==> src/rtl/ksg_pkg.sv <==
// Shared definitions for the ChaCha keystream serializer: default geometry
// and the serializer state encoding (also used by the bench).
package ksg_pkg;

  localparam int unsigned KSG_WORD_SIZE  = 32;
  localparam int unsigned KSG_BLOCK_BITS = 512;
  localparam int unsigned KSG_NUM_WORDS  = KSG_BLOCK_BITS / KSG_WORD_SIZE;

  typedef enum logic [1:0] {
    IDLE = 2'd0,
    SEND = 2'd1,
    DONE = 2'd2
  } ser_state_e;

endpackage

==> src/rtl/ser_shift_reg.sv <==
// Keystream block holding register: parallel load of a whole block, then
// shift right by one word per emitted word so the current word is always
// in the low bits.
module ser_shift_reg
  import ksg_pkg::*;
#(
  parameter int unsigned WORD_SIZE  = KSG_WORD_SIZE,
  parameter int unsigned BLOCK_BITS = KSG_BLOCK_BITS
) (
  input  logic                  clock,
  input  logic                  reset_n,
  input  logic                  i_load,
  input  logic                  i_shift,
  input  logic [BLOCK_BITS-1:0] i_data,
  output logic [WORD_SIZE-1:0]  o_word
);

  logic [BLOCK_BITS-1:0] r_shreg;

  // Load has priority over shift; both are mutually exclusive in practice.
  always_ff @(posedge clock or negedge reset_n) begin
    if (!reset_n) begin
      r_shreg <= '0;
    end else if (i_load) begin
      r_shreg <= i_data;
    end else if (i_shift) begin
      r_shreg <= r_shreg >> WORD_SIZE;
    end
  end

  assign o_word = r_shreg[WORD_SIZE-1:0];

endmodule

==> src/rtl/ksg_serializer.sv <==
// ChaCha keystream serializer: accepts one keystream block and emits it as
// NUM_WORDS words (word 0 first), pulses done_out after the last word and
// counts completed blocks.
// Optional build macro KSG_SERIALIZER_XOR_EN: adds a plaintext word stream
// (pt_in/pt_valid/pt_ready) that is XORed with the keystream on output.
module ksg_serializer
  import ksg_pkg::*;
#(
  parameter int unsigned WORD_SIZE  = KSG_WORD_SIZE,
  parameter int unsigned BLOCK_BITS = KSG_BLOCK_BITS
) (
  input  logic                  clock,
  input  logic                  reset_n,
  input  logic [BLOCK_BITS-1:0] key_in,
  input  logic                  valid_in,
  output logic                  ready_in,
  output logic [WORD_SIZE-1:0]  data_out,
  output logic                  valid_out,
  input  logic                  ready_out,
`ifdef KSG_SERIALIZER_XOR_EN
  input  logic [WORD_SIZE-1:0]  pt_in,
  input  logic                  pt_valid,
  output logic                  pt_ready,
`endif
  output logic                  done_out,
  output logic [31:0]           block_count
);

  localparam int unsigned NUM_WORDS = BLOCK_BITS / WORD_SIZE;
  localparam int unsigned IDX_W     = (NUM_WORDS > 1) ? $clog2(NUM_WORDS) : 1;
  localparam logic [IDX_W-1:0] LAST_IDX = IDX_W'(NUM_WORDS - 1);

  if ((BLOCK_BITS % WORD_SIZE) != 0) begin : g_geom_check
    $error("BLOCK_BITS must be a multiple of WORD_SIZE");
  end

  ser_state_e           r_state;
  ser_state_e           w_state_next;
  logic [IDX_W-1:0]     r_index;
  logic [31:0]          r_block_count;
  logic                 w_load;
  logic                 w_shift;
  logic                 w_take;
  logic [WORD_SIZE-1:0] w_word;

  ser_shift_reg #(
    .WORD_SIZE  (WORD_SIZE),
    .BLOCK_BITS (BLOCK_BITS)
  ) u_shreg (
    .clock   (clock),
    .reset_n (reset_n),
    .i_load  (w_load),
    .i_shift (w_shift),
    .i_data  (key_in),
    .o_word  (w_word)
  );

  // State register.
  always_ff @(posedge clock or negedge reset_n) begin
    if (!reset_n) begin
      r_state <= IDLE;
    end else begin
      r_state <= w_state_next;
    end
  end

  // Next-state and handshake outputs; the last word moves to DONE without
  // shifting so the register keeps the final word until the next load.
  always_comb begin
    w_state_next = r_state;
    ready_in     = 1'b0;
    valid_out    = 1'b0;
    done_out     = 1'b0;
    w_load       = 1'b0;
    w_shift      = 1'b0;
    w_take       = 1'b0;
    data_out     = w_word;
`ifdef KSG_SERIALIZER_XOR_EN
    pt_ready     = 1'b0;
`endif
    case (r_state)
      IDLE: begin
        ready_in = 1'b1;
        if (valid_in) begin
          w_load       = 1'b1;
          w_state_next = SEND;
        end
      end
      SEND: begin
`ifdef KSG_SERIALIZER_XOR_EN
        valid_out = pt_valid;
        pt_ready  = ready_out;
        data_out  = w_word ^ pt_in;
        w_take    = pt_valid && ready_out;
`else
        valid_out = 1'b1;
        w_take    = ready_out;
`endif
        if (w_take) begin
          if (r_index == LAST_IDX) begin
            w_state_next = DONE;
          end else begin
            w_shift = 1'b1;
          end
        end
      end
      DONE: begin
        done_out     = 1'b1;
        w_state_next = IDLE;
      end
      default: begin
        w_state_next = IDLE;
      end
    endcase
  end

  // Word index within the current block.
  always_ff @(posedge clock or negedge reset_n) begin
    if (!reset_n) begin
      r_index <= '0;
    end else if (w_load) begin
      r_index <= '0;
    end else if (w_take) begin
      r_index <= r_index + 1'b1;
    end
  end

  // Completed-block counter, bumped on the DONE cycle; wraps naturally.
  always_ff @(posedge clock or negedge reset_n) begin
    if (!reset_n) begin
      r_block_count <= '0;
    end else if (r_state == DONE) begin
      r_block_count <= r_block_count + 32'd1;
    end
  end

  assign block_count = r_block_count;

endmodule

==> config.mk <==
export PLATFORM = sky130hd
export DESIGN_NAME = ksg_serializer
export DESIGN_NICKNAME = d
export VERILOG_FILES = /design/src/rtl/ksg_pkg.sv /design/src/rtl/ser_shift_reg.sv /design/src/rtl/ksg_serializer.sv
export SDC_FILE = /design/constraint.sdc
export NUM_CORES = 1
export LEC_CHECK = 0
export ABC_AREA = 1
export BUFFER_PORTS_ARGS = -buffer_cell sky130_fd_sc_hd__buf_4
export CORE_MARGIN = 2
export CORE_UTILIZATION = 45
export DETAILED_ROUTE_END_ITERATION = 7
export PLACE_DENSITY = 0.74
export SYNTH_ARGS = -nofsm -noshare
export SYNTH_HDL_FRONTEND = slang
export SYNTH_SLANG_ARGS = --single-unit
==> constraint.sdc <==
create_clock -name clock -period 2.1 [get_ports clock]
set_input_delay 0.315 -clock clock [delete_from_list [all_inputs] [get_ports clock]]
set_output_delay 0.315 -clock clock [all_outputs]
set_load 0.01 [all_outputs]
==> key figures <==
Timing
  – Unrepaired setup endpoints after global routing: no
  – Endpoints failing hold: 0
  – Min Hold Slack: 0.0325 ns
  – Slew HR: 0.556
  – # setup viols final: 0
  – Tightest Pin Transition: 0.665 ns
  – Setup WS post-layout: 0.0940 ns
  – Tmin final: 2.01 ns
  – Max Freq: 498 MHz
  – Setup Skew: 0.0259 ns
  – Final Max Slew Viols: 0
  – Setup TNS: 0 ns
  – Tcrit/Tclk final: 0.955

Clocking
  – Clk pin slew, worst setup/hold paths: 0.06 ns
  – Setup bufs post-CTS: 0
  – Htree depth: 2
  – TritonCTS clock tree: yes
  – Clock latency on the worst-skew pair: 0.63 ns
  – Root Driver: clkbuf_16
  – Num CTS Buffers: 57
  – Clk sinks: 550
  – CTS Buffer Depth: 3

Cells and area
  – Commonest non-fill, non-tap cell in the layout: nand2_1
  – Share of layout cells above drive strength 1: 0.191
  – # nets final: 4511
  – Commonest cells after routing, fill and taps aside: nand2_1 (1073), buf_4 (622), dfrtp_1 (550), nor2_1 (521), dlygate4sd3_1 (491)
  – Area Growth Syn to Fin: 48.6%
  – Final Core Density: 0.675
  – Fillers: 3864

Worst setup path
  – Startpoint types: flop
  – Worst setup path endpoint: u_shreg.r_shreg[203]$_DFFE_PN0P_
  – Worst EP arrival: 2.51 ns
  – Critical path fanouts, max: 109
  – Reg2Reg Capture Point: u_shreg.r_shreg[203]$_DFFE_PN0P_
  – Reg2Reg Depth: 7
  – CP Launch Point: r_index[0]$_DFFE_PN0P_
  – FF-to-FF setup slack: 0.09 ns
  – Critical path required time: 2.60 ns
  – Setup crit end kind: flop
  – Crit path kind: flop to flop
  – Reg-to-reg critical path startpoint: r_index[0]$_DFFE_PN0P_

Yosys
  – Post-synthesis cell count: 3030
  – Synth cell types: 26
  – Post-Syn Nets: 3548
  – Mapped cell area: 0.0250 sq mm
  – Yosys warns: 0
  – Synthesized area per cell: 8.24 sq um
  – Yosys reg bits: 550
  – Sequential share of the synthesized area: 0.551

Run
  – Max-cap violations: 0

Placed design
  – Port bufs: 582
  – GP Congestion: 0.918
  – HPWL Detailed: 58600 um
  – Dpl ws: 0.210 ns

Die
  – Initial Utilization: 0.454
  – I/O pin total: 583
  – Die Span X: 240 um
  – # rows: 86
  – Die Ht: 240 um
  – Core area: 0.0550 sq mm
  – Full die area: 0.0574 sq mm

Route
  – WL final: 99200 um
  – Number of DRC markers in iteration 0: 2900
  – Via count: 26878
  – Final ANT Viol Nets: 0
  – Via density per instance: 5.60
  – Detailed-route wire length per cell: 20.7 um
  – Post-route DRC: 0
  – 1st-pass router iterations: 6

Global route
  – GRT Util Overall: 0.339
  – First-pass GRT wire length: 149000 um
  – Antenna violations before repair: 13
  – Pin count of the biggest net entering global routing: 165
  – Vias in the first global route: 26850
  – Overflow after GRT: 0

Pwr
  – Max VDD drop: 831 uV
  – Leakage power: 17.2 nW
  – Total power: 44.3 mW
  – Pwr dens: 1190 mW/mm^2

Hold path
  – Worst hold path type: primary input to flop

Outcome
  – Status: finished, final reports clean
==> registers in the layout (all words and copies together), names as in the netlist <==
name and flops:
block_count 32, r_index 4, u_shreg.r_shreg 512, r_state 2
==> logic make-up (layout without fill, tap and decap cells) <==
kind of cell	Yosys count	after routing	share of synthesized area
AND/OR/NAND/NOR	1672	1672	0.257
flip-flops	550	550	0.551
AO/OA/AOI/OAI	491	491	0.123
buffers and inverters	288	1296	0.0587
XOR/XNOR	27	27	0.00947
adder cells (fa/ha/maj)	2	2	0.00100
other	0	15	0
==> synth_stat cells <==
master | number | area, sq um
inv_2 | 2 | 7.51
ha_1 | 2 | 25.0
nor2_4 | 2 | 22.5
nor2_2 | 2 | 12.5
dfrtp_1 | 550 | 13800
clkbuf_1 | 57 | 214
buf_2 | 133 | 666
buf_4 | 58 | 435
o21bai_1 | 4 | 30.0
xnor2_1 | 13 | 114
nand2_1 | 1073 | 4030
xor2_1 | 14 | 123
a21oi_1 | 8 | 40.0
buf_1 | 6 | 22.5
nand3_1 | 53 | 265
nand2_4 | 1 | 11.3
nand3b_1 | 1 | 7.51
o21ai_0 | 2 | 10.0
a31oi_1 | 476 | 2980
o31ai_1 | 1 | 7.51
nor3_1 | 4 | 20.0
nand2_2 | 1 | 6.26
inv_1 | 32 | 120
nand4_1 | 13 | 81.3
nand3_2 | 1 | 10.0
nor2_1 | 521 | 1960
==> final cells by class <==
| type | instances | area, sq um | area share |
|---|---|---|---|
| antenna | 15 | 37.5 | 0.00101 |
| clock buffer | 82 | 1670 | 0.0450 |
| clock inverter | 22 | 294 | 0.00792 |
| inverter | 34 | 135 | 0.00364 |
| multi-input combinational | 2192 | 9780 | 0.263 |
| sequential | 550 | 13800 | 0.371 |
| tap | 748 | 936 | 0.0252 |
| timing repair buffer | 1158 | 10500 | 0.283 |
==> per-layer routing <==
metal	share of wire	wire length [um]	vias to the layer above	track usage
li1	-	-	11918	-
met1	0.35	34900	12719	0.392
met2	0.48	47300	1741	0.555
met3	0.090	8980	496	0.0757
met4	0.081	8010	4	0.246
met5	0.00039	39	-	0
==> where the power goes <==
group / switching (mW) / internal, mW
logic: 9.36 / 6.50
registers: 2.87 / 14.8
clock network: 4.44 / 6.27
==> worst min-delay path by stage <==
stage / endpoint / slack (ns) / cells after the start / from
after CTS: u_shreg.r_shreg[374]$_DFFE_PN0P_ / 0.001 / 3 / key_in[374]
after global placement: u_shreg.r_shreg[17]$_DFFE_PN0P_ / 0.25 / 1 / reset_n
after detailed placement: u_shreg.r_shreg[17]$_DFFE_PN0P_ / 0.24 / 1 / reset_n
after floorplan: block_count[0]$_DFFE_PN0P_ / 0.02 / 0 / reset_n
final: u_shreg.r_shreg[190]$_DFFE_PN0P_ / 0.03 / 3 / key_in[190]
after global routing: u_shreg.r_shreg[100]$_DFFE_PN0P_ / 0.008 / 3 / key_in[100]
==> repair_timing <==
item,4_1_cts,5_1_grt
hold endpoints to repair,610,1
hold buffers,490,1
resized for setup,0,5
setup endpoints to repair,0,4
==> critical path: stages (launching register included) <==
cell	delay, ns
dfrtp_1	0.41
ha_1	0.23
nand3_1	0.12
nand3_2	0.14
nand2_8	0.20
buf_16	0.36
nor2_1	0.11
a31oi_1	0.25
==> through the flow <==
stage | cells | area (sq um)
CTS | 4784 | 37000
global route | 4796 | 37100
detailed placement | 4190 | 30100
finish | 4801 | 37100
floorplan | 3030 | 25000
global placement | 4190 | 30100
No activity file was read; power rests on OpenSTA's default activity.
